**src/rtl/packet_router.sv**
```systemverilog
// packet_router
// Receive-side router stage. Accepts 13-bit flits over a valid/ready
// handshake, buffers them in a first-word-fall-through FIFO and steers every
// flit of a packet to one of four destination ports. The port is taken from
// the head flit's destination field and stays locked until the flit carrying
// end_of_packet has been accepted downstream.
//
// Flit layout: [12:11] destination, [10:9] type, [8:1] payload, [0] eop.
//
// Handshake: a transfer happens on a rising clk edge where valid and ready
// are both high. A valid, once raised, holds with stable data until it is
// accepted; ready may depend on nothing but registered state (and rst_n).
//
// Ports:
//   clk, rst_n          clock (rising edge), asynchronous active-low reset
//   src_valid/src_ready upstream handshake; packet carries the flit
//   dst_valid[3:0]      one-hot per-port valid; dst_ready[3:0] per-port ready
//   dst_type/payload/eop fields of the FIFO head flit, shared by all ports
//   pkt_count           completed-packet count (only with PACKET_ROUTER_CNT_EN)
//   dbg_state           current FSM state (0 = IDLE, 1 = FWD)
//
// Build option: define PACKET_ROUTER_CNT_EN to add the saturating pkt_count
// output and its counter.

module packet_router #(
  parameter int DEPTH = 4
) (
  input  logic        clk,
  input  logic        rst_n,
  input  logic        src_valid,
  output logic        src_ready,
  input  logic [12:0] packet,
  output logic [3:0]  dst_valid,
  input  logic [3:0]  dst_ready,
  output logic [1:0]  dst_type,
  output logic [7:0]  dst_payload,
  output logic        dst_eop,
`ifdef PACKET_ROUTER_CNT_EN
  output logic [15:0] pkt_count,
`endif
  output logic        dbg_state
);

  localparam int AW = $clog2(DEPTH);
  localparam int CW = AW + 1;

  localparam logic [0:0] ST_IDLE = 1'b0;
  localparam logic [0:0] ST_FWD  = 1'b1;

  logic [12:0]   mem_q [DEPTH];
  logic [AW-1:0] wr_ptr_q, wr_ptr_d;
  logic [AW-1:0] rd_ptr_q, rd_ptr_d;
  logic [CW-1:0] count_q, count_d;
  logic [0:0]    state_q, state_d;
  logic [1:0]    lock_port_q, lock_port_d;

  logic        empty;
  logic        push;
  logic        pop;
  logic [12:0] head;

  assign empty = (count_q == '0);
  assign head  = mem_q[rd_ptr_q];

  // Ready comes from the registered count only, so a same-cycle pop never
  // opens a full FIFO; rst_n is folded in so ready is low during reset.
  assign src_ready = (count_q < CW'(DEPTH)) && rst_n;
  assign push      = src_valid && src_ready;
  assign pop       = (state_q == ST_FWD) && !empty && dst_ready[lock_port_q];

  assign dst_type    = head[10:9];
  assign dst_payload = head[8:1];
  assign dst_eop     = head[0];
  assign dbg_state   = state_q;

  always_comb begin
    dst_valid = '0;
    if (state_q == ST_FWD && !empty) dst_valid[lock_port_q] = 1'b1;
  end

  // FIFO pointer and occupancy update
  always_comb begin
    wr_ptr_d = wr_ptr_q;
    rd_ptr_d = rd_ptr_q;
    count_d  = count_q;
    if (push) wr_ptr_d = wr_ptr_q + AW'(1);
    if (pop)  rd_ptr_d = rd_ptr_q + AW'(1);
    case ({push, pop})
      2'b10:   count_d = count_q + CW'(1);
      2'b01:   count_d = count_q - CW'(1);
      default: count_d = count_q;
    endcase
  end

  // Port-lock FSM: the port is latched from the head flit in IDLE and held
  // until the eop flit is popped, so body-flit destinations are ignored.
  always_comb begin
    state_d     = state_q;
    lock_port_d = lock_port_q;
    case (state_q)
      ST_IDLE: begin
        if (!empty) begin
          lock_port_d = head[12:11];
          state_d     = ST_FWD;
        end
      end
      ST_FWD: begin
        if (pop && head[0]) state_d = ST_IDLE;
      end
      default: state_d = ST_IDLE;
    endcase
  end

  // Storage is cleared on reset so the shared head fields read 0 as well.
  always_ff @(posedge clk or negedge rst_n) begin
    if (!rst_n) begin
      for (int i = 0; i < DEPTH; i++) mem_q[i] <= '0;
    end else if (push) begin
      mem_q[wr_ptr_q] <= packet;
    end
  end

  always_ff @(posedge clk or negedge rst_n) begin
    if (!rst_n) begin
      wr_ptr_q    <= '0;
      rd_ptr_q    <= '0;
      count_q     <= '0;
      state_q     <= ST_IDLE;
      lock_port_q <= '0;
    end else begin
      wr_ptr_q    <= wr_ptr_d;
      rd_ptr_q    <= rd_ptr_d;
      count_q     <= count_d;
      state_q     <= state_d;
      lock_port_q <= lock_port_d;
    end
  end

`ifdef PACKET_ROUTER_CNT_EN
  logic [15:0] pkt_cnt_q, pkt_cnt_d;

  always_comb begin
    pkt_cnt_d = pkt_cnt_q;
    if (pop && head[0] && pkt_cnt_q != 16'hFFFF) pkt_cnt_d = pkt_cnt_q + 16'd1;
  end

  always_ff @(posedge clk or negedge rst_n) begin
    if (!rst_n) pkt_cnt_q <= '0;
    else        pkt_cnt_q <= pkt_cnt_d;
  end

  assign pkt_count = pkt_cnt_q;
`endif

endmodule

```
**config.mk**
```make
export PLATFORM = sky130hd
export DESIGN_NAME = packet_router
export DESIGN_NICKNAME = d
export VERILOG_FILES = /design/src/rtl/packet_router.sv
export SDC_FILE = /design/constraint.sdc
export NUM_CORES = 1
export LEC_CHECK = 0
export ABC_CLOCK_PERIOD_IN_PS = 2300
export CAP_MARGIN = 0
export CORE_MARGIN = 5
export CORE_UTILIZATION = 55
export CTS_CLUSTER_SIZE = 25
export DETAILED_ROUTE_END_ITERATION = 10
export PLACE_DENSITY = 0.79
export SYNTH_ARGS = -nofsm -noshare
export SYNTH_HDL_FRONTEND = slang
export SYNTH_SLANG_ARGS = --single-unit
```
**constraint.sdc**
```tcl
create_clock -name clk -period 2.3 [get_ports clk]
set_input_delay 0.575 -clock clk [delete_from_list [all_inputs] [get_ports clk]]
set_output_delay 0.575 -clock clk [all_outputs]
set_load 0.005 [all_outputs]
```
==> Flow_metrics.wiki <==
{| class="wikitable"
! Metric !! Value
|-
| Slew Limit Headroom || 62.4%
|-
| Fillers || 392
|-
| Mapped Cells || 190
|-
| Count of pins over their slew limit || 0
|-
| Layout cells sized above 1 || 48.6%
|-
| Least-Margin Pin Slew || 0.564 ns
|-
| Final period utilization || 96.5%
|-
| Placed wire-length estimate || roughly 3.7 mm
|-
| Total leakage power || approximately 1.9 nW
|-
| Initial cell density of the core || 56.8%
|-
| Maximum number of pins on one net before global-route repair || 45
|-
| Vias per inst || ~5.3
|-
| RSZ-0062 raised after global routing || true
|-
| Kind of critical path || reg2out
|-
| PwrDens || around 1400 mW/mm^2
|-
| Critical path required time || roughly 1.7 ns
|-
| Seq/Total Area, Yosys || 49.6%
|-
| WP data arrival || ~1.7 ns
|-
| Worst min-delay path category || in2async
|-
| Total CTS buffers || 9
|-
| Number of antenna violations at the first check in global routing || 0
|-
| Via count || 1668
|-
| Detailed-route wire length || between 5 and 6 mm
|-
| CTS tree || done
|-
| Cell Area, Synth || 0.00313 mm^2
|-
| Number of violations reported at the end of detailed-routing iteration 0 || 74
|-
| Clock latency reported for the late side of the worst-skew pair || 0.34 ns
|-
| Count of pins on the block boundary || 37
|-
| Commonest cells after routing, fill and taps aside || dfrtp_1, mux2_4, clkdlybuf4s50_1
|-
| Row Count || 27
|-
| Most common cell after layout, fill and taps aside || dfrtp_1
|-
| Area after detailed placement || roughly 0.0035 mm^2
|-
| Diode count || 0
|-
| Total number of nets in the final design || roughly 270
|-
| Number of global-route vias before repair || 1880
|-
| Remaining routing DRC violations || 0
|-
| Overall power after layout || 5.36 mW
|-
| Number of register bits inferred by synthesis || 62
|-
| Worst Skew || ~0.0075 ns
|-
| Reg-to-reg critical path startpoint || lock_port_q[0]$_DFFE_PN0P_
|-
| Final critical delay including setup and external delays || 2.22 ns
|-
| Nature of the critical path endpoint || output pin
|-
| Worst setup slack after layout || about 0.08 ns
|-
| FF-to-FF path depth || 8
|-
| Congestion Overflow GR || 0
|-
| Nets in the synthesized netlist || 216
|-
| Layout Cell Area excl Fill || 0.00373 mm^2
|-
| Final Hold Violating Endpoints || 0
|-
| Total die area || 0.00729 mm^2
|-
| Post-Place Worst Slack || -0.261 ns
|-
| Run status || finished, final reports clean
|-
| Peak supply drop || 770 uV
|-
| Reported max-cap violation count || 0
|-
| Area growth from synthesis to layout || 19.5%
|-
| Launch point of the worst path || rd_ptr_q[0]$_DFFE_PN0N_
|-
| Global-route wire length before repair || about 9.7 mm
|-
| Buffer levels on the longest clock path || 2
|-
| CTS root buf || clkbuf_8
|-
| Number of warnings printed during yosys synthesis || 0
|-
| Final Wtd Congestion || roughly 0.77
|-
| 1st-pass router iterations || 4
|-
| Htree depth || 3
|-
| Antenna-violating nets left || 0
|-
| Die Width || 85.4 um
|-
| Number of unique standard cell types used by synthesis || 28
|-
| Kind of start point of the critical path || register
|-
| IO Port Bufs || 36
|-
| Clock transition at path regs || around 0.070 ns
|-
| Largest fanout on the critical path || 4
|-
| Fraction of the core area covered by cells at the end of the flow || about 68%
|-
| Post-DR wirelength/cell || ~18 um
|-
| Area used by multi-input combinational logic || between 0.001 and 0.0015 mm^2
|-
| Average size of a mapped cell || 16.4 um^2
|-
| Fmax achieved || between 400 and 500 MHz
|-
| Die span in y || 85.4 um
|-
| Core outline area || approximately 0.0055 mm^2
|-
| Setup-failing EPs final || 0
|-
| Global Route Usage Sum || approximately 17%
|-
| Footprint of the flip-flops and latches || 0.00155 mm^2
|-
| Count of clock tree sinks || 62
|}
[synthesized netlist by cell type]
cell type  number  share of area (%)
and3b_1         1               0.28
nor2_1          3               0.36
nand2_1         3               0.36
and2b_2         1               0.28
ha_1            5                2.0
buf_6           1               0.36
xor2_1          3               0.84
nand3_1         1               0.16
buf_4          11                2.6
xnor2_1         3               0.84
nand2_4         4                1.4
buf_2           2               0.32
buf_12          4                2.6
dfrtp_1        62                 50
nor4_1          1               0.20
a31oi_1         1               0.20
o31a_2          1               0.32
mux2_2         14                5.0
mux4_2         14                 10
fa_1            1               0.64
nand2b_1        1               0.20
nor3b_1         1               0.24
o21ai_0         2               0.32
and3_1          1               0.20
and2_1          1               0.20
inv_1           6               0.72
mux2_4         40                 19
nor3_1          2               0.32
[worst paths after layout]
path | endpoint | slack (ns)
min reg2reg | mem_q[0]$_DFFE_PN0P_ | 0.50
max in group asynchronous | mem_q[16]$_DFFE_PN0P_ | 1.53
min in group clk | mem_q[0]$_DFFE_PN0P_ | 0.50
min | mem_q[32]$_DFFE_PN0P_ | 0.24
max reg2reg | count_q[2]$_DFFE_PN0P_ | 0.25
max | dst_payload[1] | 0.08
[metal layers]
metal	vias to the layer above	part of all wire, %	global-route usage, %
met3	8	5.6	7.18
li1	771	-	-
met5	-	0	0
met4	0	1.4	5.18
met2	32	48	27.3
met1	857	45	22.4
[area by class of cell]
cell class / instances / share of cell area [%]
Inverter: 6 / 0.603
Tap cell: 72 / 2.41
Clock inverter: 5 / 2.01
Multi-Input combinational cell: 104 / 36.8
Timing Repair Buffer: 56 / 13.2
Sequential cell: 62 / 41.6
Clock buffer: 10 / 3.42
[critical path: stages (launching register included)]
cell and delay [ns]:
dfrtp_1 0.41, buf_6 0.15, buf_6 0.11, mux4_2 0.51, buf_6 0.13
[power by group]
| part | internal [mW] | switching (mW) |
|---|---|---|
| logic | 1.58 | 0.797 |
| registers | 1.64 | 0.342 |
| clock network | 0.598 | 0.394 |
| total | 3.82 | 1.53 |
[sequential cells by signal, indices dropped and copies added (netlist names)]
name,flops
count_q,3
rd_ptr_q,2
dbg_state,1
mem_q,52
lock_port_q,2
wr_ptr_q,2
[kinds of logic after synthesis]
logic type	share of synthesized area (%)
buffers and inverters	6.61
DFF	49.6
muxes	34.3
and+or+nand+nor	4.24
AOI/OAI and AO/OA	0.841
adders and majority gates	2.64
xor gates and xnor gates	1.68
[per-stage QoR]
stage                     setup TNS [ns]  hold WS [ns]  cells
after floorplan                        0         0.279    190
after global placement            -0.395         0.383    291
after detailed placement          -0.517         0.381    291
after CTS                        -0.0449       0.00477    314
after global routing             -0.0158         0.238    315
final                                  0         0.239    315
[what timing repair did]
action,in CTS,in global routing
pin swaps,1,0
endpoints found under the hold margin,0,1
endpoints found under the setup margin,15,11
gates resized for setup,32,11
buffers inserted,8,1
hold buffers,0,1
(Power assumes the default switching activity.)
==> variant 1, RTL diff (same flow settings) <==
The parameter `DEPTH` goes from 4 to 8.
--- a/src/rtl/packet_router.sv
+++ b/src/rtl/packet_router.sv
@@ -23,7 +23,7 @@
 // output and its counter.
 
 module packet_router #(
-  parameter int DEPTH = 4
+  parameter int DEPTH = 8
 ) (
   input  logic        clk,
   input  logic        rst_n,
Check against the original RTL: not equivalent (Yosys sat finds a counterexample within 10 cycles, from zero or initial values and one cycle with rst_n low).
==> variant 1 against the original RTL <==
  * The run now ends with setup timing left
  * Sequential cell count rose by 55
  * Sequential share of layout area fell by 1.3 points
  * Design area rose by 94%
  * Synthesized cell count rose by 84%
  * Clock skew rose by 0.0023 ns
  * Power rose by 110%
  * Routed wire length rose by 120%
  * Setup slack got worse by 0.51 ns
  * Synthesized area rose by 77%
  * Highest routed layer unchanged
==> variant 1: results (changes against the original RTL) <==
| Metric | Value |
|---|---|
| Ant. Diodes | `0 (unchanged)` |
| CTS buffer count | `17 (was 9)` |
| Post-synth ARST share | `100.0% (unchanged)` |
| GPL Wtd Cong | `0.7721 (was 0.7676)` |
| Xor/xnor share of the synthesized area | `1.422% (was 1.681%)` |
| DR WL/cell | `20.94 microns (was 17.83 microns)` |
| Top cells by count, synth | `117 x dfrtp_1, 114 x mux2_2, 26 x mux4_2, 14 x buf_4, 9 x nand2_1 (was 62 x dfrtp_1, 40 x mux2_4, 14 x mux2_2, 14 x mux4_2, 11 x buf_4)` |
| Mapped Nets | `374 (was 216)` |
| Sequential share of the synthesized area | `52.82% (was 49.64%)` |
| Top FF cell, synth | `dfrtp_1 (unchanged)` |
| Final setup vio count | `15 (was 0)` |
| Htree depth | `4 (was 3)` |
| Compound-cell area share of the yosys netlist | `0.6546% (was 0.8407%)` |
| Vias in the first global route | `3656 (was 1880)` |
| Failing checks | `setup timing` |
| Fillers | `653 (was 392)` |
| Setup WS pre-CTS | `-0.4721 ns (was -0.2609 ns)` |
| Layout cells sized above 1 | `60.18% (was 48.56%)` |
| Placed cell areas | `6310 sq um (was 3470 sq um)` |
| CTS clk-pin slew, worst paths | `0.06 ns` |
| IO buf count | `36 (unchanged)` |
| Setup crit start | `rd_ptr_q[0]$_DFFE_PN0N_ (unchanged)` |
| Initial DRC Count | `133 (was 74)` |
| Via count | `3276 (was 1668)` |
| Worst r2r src | `count_q[3]$_DFFE_PN0P_ (was lock_port_q[0]$_DFFE_PN0P_)` |
| Root buffer cell | `clkbuf_8 (unchanged)` |
| TritonRoute pass-1 iters | `4 (unchanged)` |
| Syn. warnings | `0 (unchanged)` |
| Mux contribution to synthesized area | `35.24% (was 34.35%)` |
| Dpl hpwl | `7152 microns (was 3745 microns)` |
| Status | `complete, but fails checks (was finished clean)` |
| Rel. slew slack | `58.35% (was 62.38%)` |
| Largest net degree at the start of global routing | `118 (was 45)` |
| Top cells by area, synth | `dfrtp_1 53%, mux2_2 23%, mux4_2 11%, buf_4 1.9%, ha_1 1.1% (was dfrtp_1 50%, mux2_4 19%, mux4_2 10%, mux2_2 5.0%, buf_4 2.6%)` |
| Synth unique cells | `38 (was 28)` |
| Layout net count | `460 (was 265)` |
| Initial antenna violation count | `0 (unchanged)` |
| Total track usage | `22.66% (was 17.48%)` |
| CTS max path bufs | `2 (unchanged)` |
| Layout Skew | `0.009715 ns (was 0.007461 ns)` |
| LEAKAGE | `3.360 nW (was 1.857 nW)` |
| Worst IR Drop VDD | `0.0008400 V (was 0.0007704 V)` |
| First-pass GRT wire length | `19870 microns (was 9653 microns)` |
| Hold_buf cts | `0 (unchanged)` |
| Synth Area in Adders | `1.129% (was 2.642%)` |
| Final WS setup | `-0.4300 ns (was 0.07964 ns)` |
| Hold Path Class | `in -> async (unchanged)` |
| CP max FO | `4 (unchanged)` |
| Biggest regs | `mem_q: 104 flops, count_q: 4 flops (was mem_q: 52 flops, count_q: 3 flops)` |
| Worst skew pair latency | `0.52 ns (was 0.34 ns)` |
-- variant 1: timing repair --
action,4_1_cts,5_1_grt
setup endpoints to repair,15,18
cloned,1,0
hold endpoints to repair,0,0
resized for setup,99,11
pin swaps,4,5
setup buffers,18,4
-- variant 1: report_power, final --
group	internal (W)	switching, W
Combinational	0.00315	0.00165
Clock	0.00183	0.000897
Sequential	0.00301	0.000631
Total	0.00798	0.00318
-- variant 1: kinds of logic after synthesis --
| family | after synthesis |
|---|---|
| adder cells (fa/ha/maj) | 5 |
| multiplexers | 146 |
| AND/OR/NAND/NOR | 37 |
| flip-flops | 117 |
| AO/OA/AOI/OAI | 7 |
| buffers and inverters | 28 |
| XOR/XNOR | 9 |
-- variant 1: critical path: stages, from the launching register on --
cell and delay, ns:
dfrtp_2 0.47, clkbuf_16 0.18, buf_6 0.11, mux4_2 0.48, mux2_4 0.28, buf_6 0.11
-- variant 1: routing by layer --
layer	vias to the layer above	wire length (microns)	global-route usage, %
li1	1456	-	-
met1	1760	5265	29.52
met2	51	6346	37.48
met3	9	428	6.931
met4	0	105	5.453
met5	-	0	0
-- variant 1: final timing paths --
kind | endpoint | slack, ns | cells past startpoint
setup / recovery | dst_payload[7] | -0.43 | 5
setup reg to reg | count_q[2]$_DFFE_PN0P_ | 0.08 | 9
min in group clk | mem_q[51]$_DFFE_PN0P_ | 0.49 | 1
max in group asynchronous | rd_ptr_q[0]$_DFFE_PN0N_ | 1.62 | 2
hold / removal | count_q[0]$_DFFE_PN0P_ | 0.17 | 2
hold reg to reg | mem_q[51]$_DFFE_PN0P_ | 0.49 | 1
-- variant 1: final cells by class --
class                      instances  area, sq um  area share, %
sequential                       117         2929          40.36
multi-input combinational        204         2507          34.55
timing repair buffer              94         1036          14.28
clock buffer                      21        459.2          6.328
tap                              133        166.4          2.293
clock inverter                    10        152.6          2.103
inverter                           1        6.256        0.08621
-- variant 1: metrics by stage --
stage	hold WS (ns)	TNS, ns	cells
after floorplan	0.2794	-0.04508	349
after global placement	0.4689	-4.574	526
after detailed placement	0.4776	-6.007	526
after CTS	0.1928	-5.374	576
after global routing	0.2088	-6.056	580
final	0.1686	-4.878	580
==> variant 2, RTL diff (same flow settings) <==
Made on the original files. Put one more register stage on the output `dbg_state`, with the module's reset. The value now appears one clock later. The other outputs are not delayed to match.
--- a/src/rtl/packet_router.sv
+++ b/src/rtl/packet_router.sv
@@ -71,7 +71,13 @@
   assign dst_type    = head[10:9];
   assign dst_payload = head[8:1];
   assign dst_eop     = head[0];
-  assign dbg_state   = state_q;
+  always_ff @(posedge clk or negedge rst_n) begin
+    if (!rst_n) begin
+      dbg_state <= '0;
+    end else begin
+      dbg_state <= state_q;
+    end
+  end
 
   always_comb begin
     dst_valid = '0;
Behaviour: not the same (Yosys sat finds a counterexample within 4 cycles, from zero or initial values and one cycle with rst_n low).
==> variant 2 against the original RTL <==
  * The run now ends with setup timing left
  * First-iteration DRC count rose by 1.4%
  * Largest power group unchanged
  * Synthesized area rose by 0.80%
  * Design area rose by 1.8%
  * Setup slack got worse by 0.083 ns
  * Synthesized cell count rose by 0.53%
  * Highest routed layer unchanged
  * Sequential share of layout area fell by 0.15 points
  * Routed wire length rose by 4.5%
  * Power rose by 1.3%
  * Clock skew fell by 0.0010 ns
  * Sequential cell count rose by 1
==> variant 2: results (changes against the original RTL) <==
| Metric | Value |
|---|---|
| IO buf count | `36 (unchanged)` |
| CP max FO | `4 (unchanged)` |
| Synth unique cells | `28 (unchanged)` |
| Failing checks | `setup timing` |
| CTS buffer count | `9 (unchanged)` |
| DR WL/cell | `18.17 microns (was 17.83 microns)` |
| Synth Area in Adders | `2.621% (was 2.642%)` |
| Xor/xnor share of the synthesized area | `1.668% (was 1.681%)` |
| CTS clk-pin slew, worst paths | `0.06 ns` |
| CTS max path bufs | `2 (unchanged)` |
| GPL Wtd Cong | `0.7494 (was 0.7676)` |
| Sequential share of the synthesized area | `50.04% (was 49.64%)` |
| Largest net degree at the start of global routing | `64 (was 45)` |
| Final setup vio count | `1 (was 0)` |
| Status | `complete, but fails checks (was finished clean)` |
| First-pass GRT wire length | `9646 microns (was 9653 microns)` |
| Critical Path AT | `1.73 ns (was 1.65 ns)` |
| Root buffer cell | `clkbuf_8 (unchanged)` |
| Hold Path Class | `in -> async (unchanged)` |
| Layout net count | `274 (was 265)` |
| Compound-cell area share of the yosys netlist | `0.8340% (was 0.8407%)` |
| Mapped Nets | `217 (was 216)` |
| Worst IR Drop VDD | `0.0007963 V (was 0.0007704 V)` |
| Reg2Reg Depth | `8 (unchanged)` |
| Rel. slew slack | `47.65% (was 62.38%)` |
| Worst r2r src | `lock_port_q[0]$_DFFE_PN0P_ (unchanged)` |
| Layout cells sized above 1 | `49.80% (was 48.56%)` |
| Mux contribution to synthesized area | `34.07% (was 34.35%)` |
| Post-synth ARST share | `100.0% (unchanged)` |
| Vias in the first global route | `1853 (was 1880)` |
| Dpl hpwl | `3746 microns (was 3745 microns)` |
| Initial antenna violation count | `0 (unchanged)` |
| Final WS setup | `-0.003736 ns (was 0.07964 ns)` |
| LEAKAGE | `1.931 nW (was 1.857 nW)` |
| Post-DR vias/cell | `5.341 (was 5.295)` |
| Worst skew pair latency | `0.33 ns` |
| Total track usage | `17.35% (was 17.48%)` |
| Initial DRC Count | `75 (was 74)` |
| Top cells by area, synth | `dfrtp_1 50%, mux2_4 19%, mux4_2 10%, mux2_2 5.0%, buf_4 2.6% (unchanged)` |
| Flop-to-flop setup slack | `0.22 ns (was 0.25 ns)` |
| Setup_tns | `-0.003736 ns (was 0 ns)` |
| Biggest regs | `mem_q: 52 flops, count_q: 3 flops (unchanged)` |
| Setup crit start | `rd_ptr_q[0]$_DFFE_PN0N_ (unchanged)` |
| Htree depth | `3 (unchanged)` |
| Post-synth EDFFs | `0 (unchanged)` |
| Layout Skew | `0.006455 ns (was 0.007461 ns)` |
| Ant. Diodes | `0 (unchanged)` |
| Top cells by count, synth | `63 x dfrtp_1, 40 x mux2_4, 14 x mux2_2, 14 x mux4_2, 11 x buf_4 (was 62 x dfrtp_1, 40 x mux2_4, 14 x mux2_2, 14 x mux4_2, 11 x buf_4)` |
| TritonRoute pass-1 iters | `4 (unchanged)` |
| Fin Hold WS | `0.4829 ns (was 0.2389 ns)` |
| Syn. warnings | `0 (unchanged)` |
| Setup WS pre-CTS | `-0.3014 ns (was -0.2609 ns)` |
-- variant 2: where the power goes --
| group | total [W] | internal (W) | leakage, nW | switching, W |
|---|---|---|---|---|
| combinational | 0.00261 | 0.00175 | 1.08 | 0.000858 |
| sequential | 0.00200 | 0.00166 | 0.764 | 0.000338 |
| clock | 0.000823 | 0.000437 | 0.0854 | 0.000386 |
| total | 0.00542 | 0.00384 | 1.93 | 0.00158 |
-- variant 2: critical path: stages, from the launching register on --
cell and delay, ns:
dfrtp_1 0.41, buf_6 0.13, buf_6 0.11, buf_6 0.09
mux4_2 0.51, buf_2 0.15
-- variant 2: layer usage --
metal / part of all wire, % / GRT usage (%)
met3: 3.7 / 3.170
met1: 45 / 23.03
met4: 1.4 / 7.770
met5: 0 / 0
met2: 50 / 27.90
-- variant 2: area by class of cell --
cell class / instances / area (sq um)
Clock buffer: 13 / 158.9
Sequential cell: 63 / 1577
Tap cell: 72 / 90.09
Fill cell: 371 / 1739
Multi-Input combinational cell: 104 / 1375
Clock inverter: 1 / 5.005
Timing Repair Buffer: 64 / 573.1
Inverter: 6 / 22.52
-- variant 2: repair_timing --
item | CTS | global route
endpoints found under the setup margin | 14 | 12
gates resized for setup | 24 | 16
buffers inserted | 12 | 7
pin swaps | 1 | 3
-- variant 2: per-stage QoR --
step           cells  cell area (sq um)  total power [W]
2_1_floorplan    191               3151         0.003762
3_3_place_gp     290               3480         0.004321
3_5_place_dp     290               3480         0.004425
4_1_cts          316               3741         0.005348
5_1_grt          323               3801         0.005761
6_report         323               3801         0.005425
-- variant 2: cell families (layout without fill, tap and decap cells) --
kind of cell / count (synthesis) / count (layout)
adder cells (fa/ha/maj): 6 / 6
XOR/XNOR: 6 / 6
AO/OA/AOI/OAI: 4 / 4
multiplexers: 68 / 68
buffers and inverters: 24 / 84
AND/OR/NAND/NOR: 20 / 20
flip-flops: 63 / 63
-- variant 2: final timing paths --
check / endpoint
worst max-delay path: dst_eop
max in group asynchronous: mem_q[5]$_DFFE_PN0P_
worst min register to register: dbg_state$_DFF_PN0_
worst min-delay path: mem_q[17]$_DFFE_PN0P_
worst max register to register: count_q[2]$_DFFE_PN0P_
min in group clk: dbg_state$_DFF_PN0_
